## src/rtl/riscv_pkg.sv

```systemverilog
`default_nettype none
// +-----------------------------------------------------------------------------+
// | Module  : riscv_pkg                                                         |
// | Brief   : Shared RV32I encoder types: instruction formats, NOP, input beat. |
// | Revision: 1.0                                                               |
// +-----------------------------------------------------------------------------+
package riscv_pkg;

  typedef enum logic [2:0] {
    FMT_R = 3'd0,
    FMT_I = 3'd1,
    FMT_S = 3'd2,
    FMT_B = 3'd3,
    FMT_U = 3'd4,
    FMT_J = 3'd5
  } inst_fmt_e;

  // addi x0,x0,0 -- emitted in place of an instruction with an illegal format
  localparam logic [31:0] INST_NOP = 32'h0000_0013;

  // Encoded result carried through the skid buffer: {err, inst}
  localparam int ENC_W = 33;

  typedef struct packed {
    inst_fmt_e   fmt;
    logic [6:0]  opcode;
    logic [4:0]  rd;
    logic [4:0]  rs1;
    logic [4:0]  rs2;
    logic [2:0]  funct3;
    logic [6:0]  funct7;
    logic [31:0] imm;
  } enc_in_t;

endpackage
`default_nettype wire

```

## src/rtl/riscv_skid_buf.sv

```systemverilog
`default_nettype none
// +-----------------------------------------------------------------------------+
// | Module  : riscv_skid_buf                                                    |
// | Brief   : 2-entry in-order valid/ready buffer. in_ready depends only on     |
// |           the occupancy register, so there is no path from out_ready.       |
// | Revision: 1.0                                                               |
// +-----------------------------------------------------------------------------+
module riscv_skid_buf #(
  parameter int W = 32
) (
  input  logic         clk,
  input  logic         rst_n,
  input  logic         in_valid,
  output logic         in_ready,
  input  logic [W-1:0] in_data,
  output logic         out_valid,
  input  logic         out_ready,
  output logic [W-1:0] out_data
);

  logic [W-1:0] r_head;
  logic [W-1:0] r_tail;
  logic [1:0]   r_count;
  logic         w_push;
  logic         w_pop;

  assign in_ready  = (r_count != 2'd2);
  assign out_valid = (r_count != 2'd0);
  assign out_data  = r_head;

  assign w_push = in_valid && in_ready;
  assign w_pop  = out_valid && out_ready;

  // Occupancy and storage: head is always the oldest word and drives the output
  always_ff @(posedge clk or negedge rst_n) begin
    if (!rst_n) begin
      r_head  <= '0;
      r_tail  <= '0;
      r_count <= 2'd0;
    end else begin
      case ({w_push, w_pop})
        2'b10: begin
          if (r_count == 2'd0) begin
            r_head <= in_data;
          end else begin
            r_tail <= in_data;
          end
          r_count <= r_count + 2'd1;
        end
        2'b01: begin
          r_head  <= r_tail;
          r_count <= r_count - 2'd1;
        end
        2'b11: begin
          // push can only coincide with pop at count==1, so the new word becomes head
          r_head <= in_data;
        end
        default: begin
        end
      endcase
    end
  end

endmodule
`default_nettype wire

```

## src/rtl/riscv_inst_encoder.sv

```systemverilog
`default_nettype none
// +-----------------------------------------------------------------------------+
// | Module  : riscv_inst_encoder                                                |
// | Brief   : Packs decoded RV32I fields into an instruction word, scattering   |
// |           the immediate per format and flagging non-representable values. |
// |           Result is registered through a 2-entry skid buffer.             |
// | Revision: 1.0                                                               |
// +-----------------------------------------------------------------------------+
module riscv_inst_encoder
  import riscv_pkg::*;
#(
  parameter int ERR_CNT_W   = 8,
  parameter int CHECK_RANGE = 1
) (
  input  logic                 clk,
  input  logic                 rst_n,
  input  logic                 in_valid,
  output logic                 in_ready,
  input  logic [2:0]           in_fmt,
  input  logic [6:0]           in_opcode,
  input  logic [4:0]           in_rd,
  input  logic [4:0]           in_rs1,
  input  logic [4:0]           in_rs2,
  input  logic [2:0]           in_funct3,
  input  logic [6:0]           in_funct7,
  input  logic [31:0]          in_imm,
  output logic                 out_valid,
  input  logic                 out_ready,
  output logic [31:0]          out_inst,
  output logic                 out_err,
  output logic [ERR_CNT_W-1:0] err_cnt
);

  localparam logic [ERR_CNT_W-1:0] C_CNT_ONE = ERR_CNT_W'(1);

  // Pack one beat; the immediate is always scattered from its truncated bits,
  // the error flag only reports whether that truncation lost information.
  function automatic logic [ENC_W-1:0] encode(input enc_in_t b);
    logic [31:0] inst;
    logic [31:0] imm;
    logic        bad;
    imm  = b.imm;
    inst = INST_NOP;
    bad  = 1'b0;
    case (b.fmt)
      FMT_R: begin
        inst = {b.funct7, b.rs2, b.rs1, b.funct3, b.rd, b.opcode};
      end
      FMT_I: begin
        inst = {imm[11:0], b.rs1, b.funct3, b.rd, b.opcode};
        bad  = (imm != {{20{imm[11]}}, imm[11:0]});
      end
      FMT_S: begin
        inst = {imm[11:5], b.rs2, b.rs1, b.funct3, imm[4:0], b.opcode};
        bad  = (imm != {{20{imm[11]}}, imm[11:0]});
      end
      FMT_B: begin
        inst = {imm[12], imm[10:5], b.rs2, b.rs1, b.funct3, imm[4:1], imm[11], b.opcode};
        bad  = (imm != {{19{imm[12]}}, imm[12:0]}) || imm[0];
      end
      FMT_U: begin
        inst = {imm[31:12], b.rd, b.opcode};
        bad  = (imm[11:0] != 12'd0);
      end
      FMT_J: begin
        inst = {imm[20], imm[10:1], imm[11], imm[19:12], b.rd, b.opcode};
        bad  = (imm != {{11{imm[20]}}, imm[20:0]}) || imm[0];
      end
      default: begin
        inst = INST_NOP;
        bad  = 1'b1;
      end
    endcase
    return {bad && (CHECK_RANGE != 0), inst};
  endfunction

  enc_in_t          w_beat;
  logic [ENC_W-1:0] w_enc;
  logic [ENC_W-1:0] w_buf_data;
  logic             w_accept;

  assign w_beat.fmt    = inst_fmt_e'(in_fmt);
  assign w_beat.opcode = in_opcode;
  assign w_beat.rd     = in_rd;
  assign w_beat.rs1    = in_rs1;
  assign w_beat.rs2    = in_rs2;
  assign w_beat.funct3 = in_funct3;
  assign w_beat.funct7 = in_funct7;
  assign w_beat.imm    = in_imm;

  assign w_enc    = encode(w_beat);
  assign w_accept = in_valid && in_ready;

  riscv_skid_buf #(
    .W (ENC_W)
  ) u_skid (
    .clk       (clk),
    .rst_n     (rst_n),
    .in_valid  (in_valid),
    .in_ready  (in_ready),
    .in_data   (w_enc),
    .out_valid (out_valid),
    .out_ready (out_ready),
    .out_data  (w_buf_data)
  );

  assign out_err  = w_buf_data[ENC_W-1];
  assign out_inst = w_buf_data[31:0];

  // Count accepted beats that carry an error, holding at all-ones
  always_ff @(posedge clk or negedge rst_n) begin
    if (!rst_n) begin
      err_cnt <= '0;
    end else if (w_accept && w_enc[ENC_W-1] && (err_cnt != '1)) begin
      err_cnt <= err_cnt + C_CNT_ONE;
    end
  end

endmodule
`default_nettype wire
```

## config.mk

```make
export PLATFORM = sky130hd
export DESIGN_NAME = riscv_inst_encoder
export DESIGN_NICKNAME = d
export VERILOG_FILES = /design/src/rtl/riscv_pkg.sv /design/src/rtl/riscv_skid_buf.sv /design/src/rtl/riscv_inst_encoder.sv
export SDC_FILE = /design/constraint.sdc
export NUM_CORES = 1
export LEC_CHECK = 0
export CORE_UTILIZATION = 52
export DETAILED_ROUTE_END_ITERATION = 16
export PLACE_DENSITY_LB_ADDON = 0.08
export SKIP_CTS_REPAIR_TIMING = 1
export SYNTH_ARGS = -nofsm -noshare
export SYNTH_HDL_FRONTEND = slang
export SYNTH_HIERARCHICAL = 1
export SYNTH_SLANG_ARGS = --single-unit
```

## constraint.sdc

```tcl
create_clock -name clk -period 3.6 [get_ports clk]
set_input_delay 0.54 -clock clk [delete_from_list [all_inputs] [get_ports clk]]
set_output_delay 0.54 -clock clk [all_outputs]
set_load 0.01 [all_outputs]
```

Word level (Yosys, flattened, before mapping)
Cells that the tools add are included.
{"block": "word_totals", "out_inout_bits": 43, "ff_bits": 76}
{"block": "classes", "reduce_logical": 15, "n_mux": 5, "addsub": 3, "bitwise_logic": 1, "eq_ne": 14}
{"operator": "32-bit one-hot mux with 6 select lines", "n": 1}
{"operator": "33-bit one-hot mux with 3 select lines", "n": 1}
{"operator": "33-bit two-way mux", "n": 1}
{"operator": "20-bit != test", "n": 1}
{"operator": "19-bit != test", "n": 1}
{"operator": "12-bit nonzero test", "n": 1}
{"operator": "11-bit != test", "n": 1}
{"operator": "8-bit by 1-bit adder with 8-bit output, second input constant", "n": 1}
{"operator": "8-bit != test, second input constant", "n": 1}
{"operator": "3-bit by 2-bit == test with 1-bit output, second input constant", "n": 2}
{"operator": "3-bit == test, second input constant", "n": 2}
{"operator": "1-bit one-hot mux with 5 select lines", "n": 1}
{"operator": "2-bit == test, second input constant", "n": 2}
{"operator": "1-bit logical AND", "n": 4}
{"operator": "2-bit one-hot mux with 2 select lines", "n": 1}
{"operator": "2-bit AND reduction", "n": 2}
{"operator": "2-bit nonzero test", "n": 2}
{"operator": "3-bit by 1-bit == test with 1-bit output, second input constant", "n": 1}
{"operator": "3-bit zero test", "n": 1}
{"operator": "3-bit nonzero test", "n": 1}
{"operator": "2-bit by 1-bit adder with 2-bit output, second input constant", "n": 1}
{"operator": "2-bit by 1-bit == test with 1-bit output, second input constant", "n": 1}
{"operator": "2-bit zero test", "n": 1}
{"operator": "1-bit logical OR", "n": 2}
{"operator": "other kinds (5)", "n": 5}

Depth between registers and ports, before layout
Gate-level depths: netlist (run 1).
{"block": "logic_depth", "ltp_word": 5, "ltp_mapped": 10, "ltp_nobuf": 8}

Modules after synthesis
Netlist (run 1), hierarchy kept.
{"mod": "riscv_skid_buf", "cells_per_inst": 192, "n_inst": 1, "area_per_inst_um2": 2996.6}
{"mod": "riscv_inst_encoder", "cells_per_inst": 183, "n_inst": 1, "area_per_inst_um2": 1181.1}

Worst setup path before layout (run 1)
No wires, ideal clock.
{"block": "synth_timing", "path_kind": "input to register", "start": "input port in_imm[22]", "end": "register u_skid.r_head[32], in the netlist u_skid/out_data[32]", "path_slack_ns": 1.211, "t_arrival_ns": 2.264, "stages": 7, "path_cell_list": "or4_4 -> nor4_2 -> nand2_1 -> o211ai_2 -> nand3_1 -> mux2_2 -> mux2_2"}
{"block": "synth_via", "elab_chain_len": 5, "word_cells_on_any_way": 8, "cone_classes": "eq/ne: 3; mux: 3; reduce/logical: 2"}
{"element": "start: declaration", "line_no": "riscv_inst_encoder.sv:26", "text": "input logic [31:0] in_imm,"}
{"element": "19-bit != test or 11-bit != test (tied branches)", "line_no": "riscv_inst_encoder.sv:59, riscv_inst_encoder.sv:67"}
{"element": "1-bit logical OR, on equally long branches", "line_no": "riscv_inst_encoder.sv:59, riscv_inst_encoder.sv:67"}
{"element": "1-bit one-hot mux with 5 select lines (*)", "line_no": "riscv_inst_encoder.sv:45", "text": "case (b.fmt)"}
{"element": "via w_enc[32]", "line_no": "riscv_inst_encoder.sv:78", "text": "logic [ENC_W-1:0] w_enc;"}
{"element": "33-bit two-way mux", "line_no": "riscv_skid_buf.sv:43", "text": "if (r_count == 2'd0) begin"}
{"element": "33-bit one-hot mux with 3 select lines (*)", "line_no": "riscv_skid_buf.sv:41", "text": "case ({w_push, w_pop})"}
{"element": "end signal: assignment", "line_no": "riscv_skid_buf.sv:44", "text": "r_head <= in_data;"}
{"element": "end signal: assignment", "line_no": "riscv_skid_buf.sv:51", "text": "r_head <= r_tail;"}
{"element": "end signal: assignment", "line_no": "riscv_skid_buf.sv:56", "text": "r_head <= in_data;"}
{"element": "end: declaration", "line_no": "riscv_skid_buf.sv:21", "text": "logic [W-1:0] r_head;"}
The timed path passes the listed nets; every way through them passes the cells marked *. The select of a mux whose other input is x is not followed.
A chain may end at the register's enable or synchronous reset.

Worst setup path after layout (run 1)
{"block": "layout_timing", "start": "input port in_imm[30]", "end": "register u_skid.r_head[32], in the netlist u_skid/out_data[32]"}
The elaborated chain is that of the path after synthesis.

==> results of run 1 <==
[sequential cells by signal, indices dropped and copies added, names as in the netlist]
| register | flops |
|---|---|
| err_cnt | 8 |
| u_skid/out_data | 33 |
| u_skid/r_count | 2 |
| u_skid/r_tail | 33 |
[power groups by stage]
stage               sequential (mW)  combinational (mW)  clock (mW)
floorplan                      1.53               0.930           0
global placement               1.45                1.66           0
detailed placement             1.47                1.70           0
CTS                            1.46                1.71       0.671
global route                   1.51                1.82       0.712
finish                         1.46                1.69       0.655
[kinds of logic (layout without fill, tap and decap cells)]
group                      count (synthesis)  in the layout
xor gates and xnor gates                  10             10
AOI/OAI and AO/OA                         46             46
buffers and inverters                     38            153
adders and majority gates                  3              3
and+or+nand+nor                           92             92
DFF                                       76             76
muxes                                    110            110
[final timing paths]
path	start	slack (ns)	endpoint
worst max-delay path	in_imm[30]	0.91	u_skid/out_data[32]
worst min-delay path	rst_n	0.31	err_cnt[0]
worst max register to register	u_skid/r_count[0]	1.40	u_skid/out_data[12]
worst min register to register	u_skid/out_data[18]	0.50	u_skid/out_data[18]
max in group asynchronous	rst_n	2.67	u_skid/r_tail[11]
min in group clk	u_skid/out_data[18]	0.50	u_skid/out_data[18]
[stage by stage]
| step | util | worst slack (ns) | power [mW] |
|---|---|---|---|
| after CTS | 0.719 | 0.955 | 3.84 |
| after global routing | 0.719 | 0.849 | 4.04 |
| after detailed placement | 0.693 | 0.578 | 3.18 |
| final | 0.719 | 0.912 | 3.80 |
| after global placement | 0.693 | 0.621 | 3.11 |
| after floorplan | - | 1.21 | 2.46 |
[cell usage in the layout, fill, tap and decap left out, types with 4 or more instances in the layout]
cell,count
mux2i_1,8
a21oi_1,8
clkdlybuf4s50_1,112
nor2_1,17
dfrtp_1,76
and2_1,4
nand3_1,6
clkbuf_8,10
o21ai_0,25
inv_1,16
nor4_1,6
xnor2_1,8
nand4_1,9
nand2b_1,4
mux2_2,98
buf_4,8
nand2_1,34
a22oi_1,5
[cell type report]
type / instances / area (sq um) / share of cell area
clock buffers: 10 / 138 / 0.0247
clock inverters: 5 / 60.1 / 0.0108
inverters: 18 / 67.6 / 0.0121
multi-input cells: 261 / 2110 / 0.377
flip-flops and latches: 76 / 1900 / 0.341
well taps: 102 / 128 / 0.0229
repair buffers: 120 / 1180 / 0.212
[routing by layer]
metal  global-route usage  wire [microns]
met1                0.331            4350
met2                0.402            4760
met3               0.0605             457
met4                0.119             317
met5                    0               0
==> impl_results.md, run 1 <==
* DRC at 0
* CP startpoint kind: input port
* Worst hold slack at 0.314 ns
* Worst-path clk slew at 0.08 ns
* Drt via density at 5.56
* Static Leak at 2.36 nW
* Top post-synthesis cells by count: mux2_2 (98), dfrtp_1 (76), nand2_1 (34), o21ai_0 (25), nor2_1 (17)
* Total negative slack at 0 ns
* Number of global-route vias before repair at 3,391
* Outcome: complete, no violations
* Die boundary width at 91.6 microns
* IO Port Bufs at 113
* Share of post-route cells with drive strength above 1 at 0.269
* Top Family by Delay on Critical Path: simple AND/OR/NAND/NOR gates
* Synth Area in Simple Gates at 0.110
* Slowest stage delay, CP at 0.57 ns
* Syn Inst Count at 375
* Io pins at 114
* Final Routed Wirelength at 9.88 mm
* Synth area leaders: dfrtp_1 (46%), mux2_2 (26%), nand2_1 (3.1%)
* Area Overhead vs Synth at 33.6%
* Switch Pwr at 1.20 mW
* Post-synthesis mux area share at 0.295
* Clk_skew at 0.00942 ns
* Critical path type: in -> reg
* Cell Chain, Critical Path: clkdlybuf4s50_1, or4_1, nor4_1, nand2_1, o211ai_2, nand3_1, mux2_2, mux2_2
* EDFF count, synth at 0
* Root Buffer Master: clkbuf_8
* Core region area at 7770 sq um
* Max Cap Viol at 0
* Fill cells at 577
* Min-Delay Path Class: in -> async
* Minimum clock period at 2.69 ns
* Mean post-synth cell area at 11.1 sq um
* Largest family of logic cells by synthesized area: multiplexers
* CP most frequent cell: mux2_2
* RSZ-0062 raised after global routing: false
* 1st-iter DRT viols at 108
* Via count at 3,293
* Critical Path Stages at 8
* Synth Area in Compound Gates at 0.0689
* Post-DP HPWL at 7.07 mm
* # H-tree levels at 3
* GRT Overall Usage at 0.254
* Top FF cell, synth: dfrtp_1
* Adder-cell area share of the yosys netlist at 0.00898
* GP Congestion at 0.933
* Data required, critical path at 3.84 ns
* Fmax at 372 MHz
* Syn. warnings at 6
* Row count at 32
* Pwr per Cell Area at 681 nW/um^2
* Drt pass-1 iters at 4
* Fin crit share at 0.747
* Global-route wire length before repair at 16.5 mm
* Slew Viols, Final at 0
* Final non-filler cell total at 592
* Internal power at 2.60 mW
* CTS Buffer Depth at 2
* Clock power share at 0.172
* CTS Buf Count at 9
* Library cells used by synthesis at 38
* Design area at 5580 sq um
* Register-to-Register Path Depth at 6
* Slew @ Worst Pin at 0.941 ns
* Worst slew margin at 0.373
* Initial Utilization at 0.538
* Most frequent cell after synthesis: mux2_2
* Post-synthesis xor/xnor area fraction at 0.0210
* Largest net degree at the start of global routing at 77
* ANT nets after route at 0
* Seq/Total Area, Yosys at 0.455
* Ys async rst share at 1.00
* DP Area at 5390 sq um
* Syn nets at 449
* CP max FO at 4
* GRT overflow at 0
* Worst VDD drop at 0.000411 V
* CP max-delay cell: or4_1
* Logic pwr share at 0.445
* Yosys top cell by area: dfrtp_1
* Worst Path Arrival at 2.93 ns
* Yosys top cell area share at 0.455
* Clock Sinks at 76
* Crit path capture type: register
* Clk_lat worst skew at 0.35 ns
* Nets at 560
* Sequential Power Share at 0.383
* Dpl cells at 577
* Antenna diodes at 0
* Final hold vios at 0
* Post-Syn Area at 4180 sq um
* CTS tree: yes
* Final Setup Violations at 0
* Flops & latches, synth at 76
* Height of the die at 91.6 microns
* CP bufs+invs at 1
* Wirelength per Cell at 16.7 microns
* Switching share of total power at 0.315
* Die area at 8400 sq um
* Initial antenna violation count at 0
(Power assumes the default switching activity.)
==> run 2: changes to the inputs <==
--- a/config.mk
+++ b/config.mk
@@ -5,7 +5,7 @@
 export SDC_FILE = /design/constraint.sdc
 export NUM_CORES = 1
 export LEC_CHECK = 0
-export CORE_UTILIZATION = 52
+export CORE_UTILIZATION = 44
 export DETAILED_ROUTE_END_ITERATION = 16
 export PLACE_DENSITY_LB_ADDON = 0.08
 export SKIP_CTS_REPAIR_TIMING = 1
==> constraint.sdc (replaced) <==
create_clock -name clk -period 2.4 [get_ports clk]
set_input_delay 0.36 -clock clk [delete_from_list [all_inputs] [get_ports clk]]
set_output_delay 0.36 -clock clk [all_outputs]
set_load 0.01 [all_outputs]
==> run 2 against run 1 <==
Die area grew 18%. Sequential share of layout area down 2.3 points. Clock power rose by 40%. Register-to-register slack worse by 1.0 ns. Routed wire length rose by 5.0%. Highest routed layer unchanged.
==> impl_results.md, run 2 (same netlist as run 1, synthesis figures left out) <==
* Max Cap Viol at 0
* CP bufs+invs at 1
* Design area at 6000 sq um
* Total negative slack at 0 ns
* Pwr Total at 5.75 mW
* PnR worst setup slack at 0.126 ns
* Initial Utilization at 0.452
* Worst hold slack at 0.498 ns
* Dpl ws at -0.270 ns
* Worst VDD drop at 0.000491 V
* Final Setup Violations at 0
* Fin crit share at 0.947
* Wirelength per Cell at 15.7 microns
* Outcome: complete, no violations
* Max Used Layer: met4
* Commonest non-fill, non-tap cells in the layout: clkdlybuf4s50_1 (108), mux2_2 (98), dfrtp_1 (76)
* Final Util at 0.649
* Internal power at 3.89 mW
* Hold Path Sink: err_cnt[5]
* Worst slew margin at 0.590
* GP Congestion at 0.930
* Fill cells at 772
* Crit path capture type: register
* # H-tree levels at 3
* Reg2reg start: u_skid/r_count[0]
* Worst hold path depth at 1
* Pwr per Cell Area at 959 nW/um^2
* Clock Sinks at 76
* Sequential Power Share at 0.380
* Die boundary width at 99.4 microns
* IO Port Bufs at 113
* Clk_lat worst skew at 0.35 ns
* Share of post-route cells with drive strength above 1 at 0.331
* Post-DP HPWL at 7.65 mm
* CTS Buf Count at 9
* DRC at 0
* Register-to-Register Path Depth at 6
* Clk_skew at 0.0135 ns
* Final Routed Wirelength at 10.4 mm
* CP most frequent cell: mux2_2
* ANT nets after route at 0
* Final hold vios at 0
* Hold path startpoint: err_cnt[5]
* R2r setup slk at 0.38 ns
* CTS Buffer Depth at 2
* Met3 WL at 482 microns
* Logic pwr share at 0.460
* Nets at 600
* Slew Viols, Final at 0
* Slew @ Worst Pin at 0.614 ns
* Global-route wire length before repair at 17.0 mm
* Area Overhead vs Synth at 43.5%
* Number of global-route vias before repair at 3,502
* Min-Delay Path Class: reg -> reg
* Core region area at 9240 sq um
* CTS tree: yes
* Data required, critical path at 2.62 ns
* Slowest stage delay, CP at 0.57 ns
* CP max-delay cell: or4_4
* DP Area at 5760 sq um
* Drt via density at 5.14
* R2r endpoint: u_skid/out_data[12]
* Drt pass-1 iters at 4
* Static Leak at 2.60 nW
* Worst Path Arrival at 2.50 ns
* Switch Pwr at 1.86 mW
* Critical path type: in -> reg
* Commonest non-fill, non-tap cell in the layout: clkdlybuf4s50_1
* Fmax at 440 MHz
* Io pins at 114
* Final non-filler cell total at 660
* Largest net degree at the start of global routing at 35
* CP startpoint kind: input port
* Root Buffer Master: clkbuf_8
* Row count at 35
* GRT Overall Usage at 0.220
* Setup crit start: in_imm[24]
* GRT overflow at 0
* Dpl cells at 643
* Metal2 WL at 5.03 mm
* WL met1 at 4.77 mm
* Via count at 3,394
* Die area at 9890 sq um
* Initial antenna violation count at 0
* CP max FO at 2
* Clock power share at 0.160
* Cell Chain, Critical Path: clkdlybuf4s50_1, or4_4, nor4_4, nand2_1, o211ai_2, nand3_2, mux2_2, mux2_2
* Minimum clock period at 2.27 ns
* Antenna diodes at 0
* Switching share of total power at 0.324
* Top Family by Delay on Critical Path: simple AND/OR/NAND/NOR gates
* Height of the die at 99.4 microns
* Worst-path clk slew at 0.08 ns
* 1st-iter DRT viols at 137
* RSZ-0062 raised after global routing: false
-- run 2: layer usage --
| layer | vias to the layer above | track usage |
|---|---|---|
| li1 | 1628 | - |
| met1 | 1663 | 0.304 |
| met2 | 94 | 0.365 |
| met3 | 9 | 0.0330 |
| met4 | 0 | 0.0577 |
| met5 | - | 0 |
-- run 2: power by group through the flow --
stage	registers [mW]	logic (mW)	clock network [mW]
CTS	2.19	2.67	0.951
floorplan	2.29	1.39	0
global placement	2.18	2.60	0
global route	2.27	2.84	1.00
finish	2.19	2.64	0.920
detailed placement	2.22	2.66	0
-- run 2: layout make-up --
type	count	area (sq um)	share of cell area
Multi-Input combinational cell	261	2140	0.356
Clock inverter	7	60.1	0.0100
Clock buffer	9	124	0.0207
Timing Repair Buffer	160	1540	0.258
Inverter	18	67.6	0.0113
Sequential cell	76	1900	0.317
Tap cell	129	161	0.0269
-- run 2: worst reg2reg max path: cells and delay by family (launching register included) --
family	cells	cell delay, ns
and+or+nand+nor	2	0.35
muxes	2	0.66
buffers and inverters	1	0.23
adders and majority gates	1	0.20
DFF	1	0.45
-- run 2: worst max-delay path by stage --
stage                     slack [ns]             endpoint  depth (start not counted)
after floorplan                 0.19  u_skid/out_data[32]                          7
after global placement         -0.24  u_skid/out_data[32]                          8
after detailed placement       -0.27  u_skid/out_data[32]                          8
after CTS                       0.09  u_skid/out_data[32]                          8
after global routing           0.009  u_skid/out_data[32]                          8
final                           0.13  u_skid/out_data[32]                          8
==> run 3: changes to the inputs <==
--- a/config.mk
+++ b/config.mk
@@ -5,10 +5,10 @@
 export SDC_FILE = /design/constraint.sdc
 export NUM_CORES = 1
 export LEC_CHECK = 0
-export CORE_UTILIZATION = 44
+export ABC_CLOCK_PERIOD_IN_PS = 2400
+export CORE_UTILIZATION = 40
 export DETAILED_ROUTE_END_ITERATION = 16
 export PLACE_DENSITY_LB_ADDON = 0.08
-export SKIP_CTS_REPAIR_TIMING = 1
 export SYNTH_ARGS = -nofsm -noshare
 export SYNTH_HDL_FRONTEND = slang
 export SYNTH_HIERARCHICAL = 1
==> run 3 against run 2 <==
Global-route usage shrank 0.82 points. Count of clock-buffer cells in the layout stayed put. Sequential share of layout area is essentially flat. Clock power up 12%. Worst hold slack improved by 0.0011 ns. Via count up 0.65%. Largest power group unchanged. Highest routed layer unchanged.
==> impl_results.md, run 3 (same netlist as run 1, synthesis figures left out) <==
* Outcome: complete, no violations
* Via count at 3,416
* DRC at 0
* GP Congestion at 0.928
* Final Util at 0.602
* Max Used Layer: met4
* Pwr Total at 5.87 mW
* Pwr per Cell Area at 981 nW/um^2
* Final Setup Violations at 0
* Fin crit share at 0.990
* Static Leak at 2.59 nW
* Number of global-route vias before repair at 3,597
* Worst slew margin at 0.544
* Io pins at 114
* GRT Overall Usage at 0.212
* Min-Delay Path Class: in -> async
* Row count at 36
* IO Port Bufs at 113
* CTS Buffer Depth at 2
* Drt pass-1 iters at 4
* 1st-iter DRT viols at 135
* Met3 WL at 675 microns
* CP max FO at 3
* Initial Utilization at 0.420
* Height of the die at 104 microns
* Final Routed Wirelength at 10.9 mm
* Slew @ Worst Pin at 0.682 ns
* Fmax at 421 MHz
* CTS tree: yes
* Final hold vios at 0
* Post-DP HPWL at 8.19 mm
* Clk_lat worst skew at 0.36 ns
* Total negative slack at 0 ns
* CTS Buf Count at 9
* Worst Path Arrival at 2.61 ns
* Commonest non-fill, non-tap cells in the layout: clkdlybuf4s50_1 (110), mux2_2 (98), dfrtp_1 (76)
* Clock Sinks at 76
* Max Cap Viol at 0
* Global-route wire length before repair at 17.9 mm
* Wirelength per Cell at 16.5 microns
* # H-tree levels at 3
* Die boundary width at 104 microns
* GRT overflow at 0
* Worst VDD drop at 0.000487 V
* Core region area at 9950 sq um
* Die area at 10,900 sq um
* Worst hold slack at 0.499 ns
* Area Overhead vs Synth at 43.4%
* Clk_skew at 0.0134 ns
* Minimum clock period at 2.38 ns
* Worst-path clk slew at 0.09 ns
* Commonest non-fill, non-tap cell in the layout: clkdlybuf4s50_1
* RSZ-0062 raised after global routing: false
* Data required, critical path at 2.64 ns
* Nets at 598
* R2r setup slk at 0.41 ns
* Slew Viols, Final at 0
* Drt via density at 5.16
* CP startpoint kind: input port
* ANT nets after route at 0
* Metal2 WL at 5.01 mm
* Critical path type: in -> reg
* Share of post-route cells with drive strength above 1 at 0.325
* Largest net degree at the start of global routing at 41
* Post-CTS Setup Inserts at 0
* WL met1 at 5.11 mm
* Antenna diodes at 0
* Initial antenna violation count at 0
* Root Buffer Master: clkbuf_8
* Crit path capture type: register
## run 3: changes by cell type in the layout (fill, tap and decap cells not counted)
cell | before | now
clkinvlp_4 | 3 | 0
buf_4 | 43 | 41
clkdlybuf4s50_1 | 108 | 110
dlymetal6s2s_1 | 4 | 2
nor4_1 | 4 | 6
nor4_2 | 2 | 0
bufinv_16 | 0 | 1
clkinv_2 | 0 | 1
inv_6 | 1 | 2
## run 3: layout make-up
class,count,area (sq um)
clock buffers,9,124
clock inverters,7,81.3
fillers,852,3970
inverters,18,67.6
multi-input cells,261,2120
flip-flops and latches,76,1900
well taps,133,166
repair buffers,158,1520
## run 3: path summary, 6_finish.rpt
check	startpoint	cells past startpoint	endpoint
setup / recovery	in_imm[25]	8	u_skid/out_data[32]
hold / removal	rst_n	2	u_skid/out_data[14]
setup reg to reg	u_skid/r_count[0]	6	u_skid/out_data[5]
hold reg to reg	u_skid/out_data[18]	1	u_skid/out_data[18]
max in group asynchronous	rst_n	3	u_skid/r_count[0]
min in group clk	u_skid/out_data[18]	1	u_skid/out_data[18]
## run 3: power by group
| part | total, mW | leakage, nW | switching (mW) | internal (mW) |
|---|---|---|---|---|
| clock | 1.03 | 0.106 | 0.537 | 0.497 |
| sequential | 2.19 | 0.942 | 0.328 | 1.86 |
| combinational | 2.65 | 1.55 | 1.02 | 1.63 |
## run 3: stage by stage
step | cell area, sq um | setup slack [ns] | cells
after floorplan | 4180 | 0.191 | 375
after global placement | 5750 | -0.268 | 645
after detailed placement | 5750 | -0.378 | 645
after CTS | 5970 | 0.0409 | 662
after global routing | 5990 | 0.00570 | 662
final | 5990 | 0.0233 | 662
## run 3: critical path, stage by stage
cell and delay (ns):
clkdlybuf4s50_1 0.48, or4_4 0.53, nor4_4 0.27, nand2_1 0.12, o211ai_2 0.21, nand3_2 0.11, mux2_2 0.27, mux2_2 0.26
## run 3: timing repair
| item | in CTS | in global routing |
|---|---|---|
| pin swaps | 0 | 3 |
| resized for setup | 1 | 4 |
| hold buffers | 1 | 0 |
| setup endpoints to repair | 1 | 1 |
| endpoints found under the hold margin | 36 | 0 |
| cloned | 0 | 0 |
## run 3: layer usage
layer  global-route usage  vias to the layer above
li1                     -                     1623
met3               0.0633                        9
met5                    0                        -
met4               0.0510                        0
met2                0.336                      115
met1                0.284                     1669
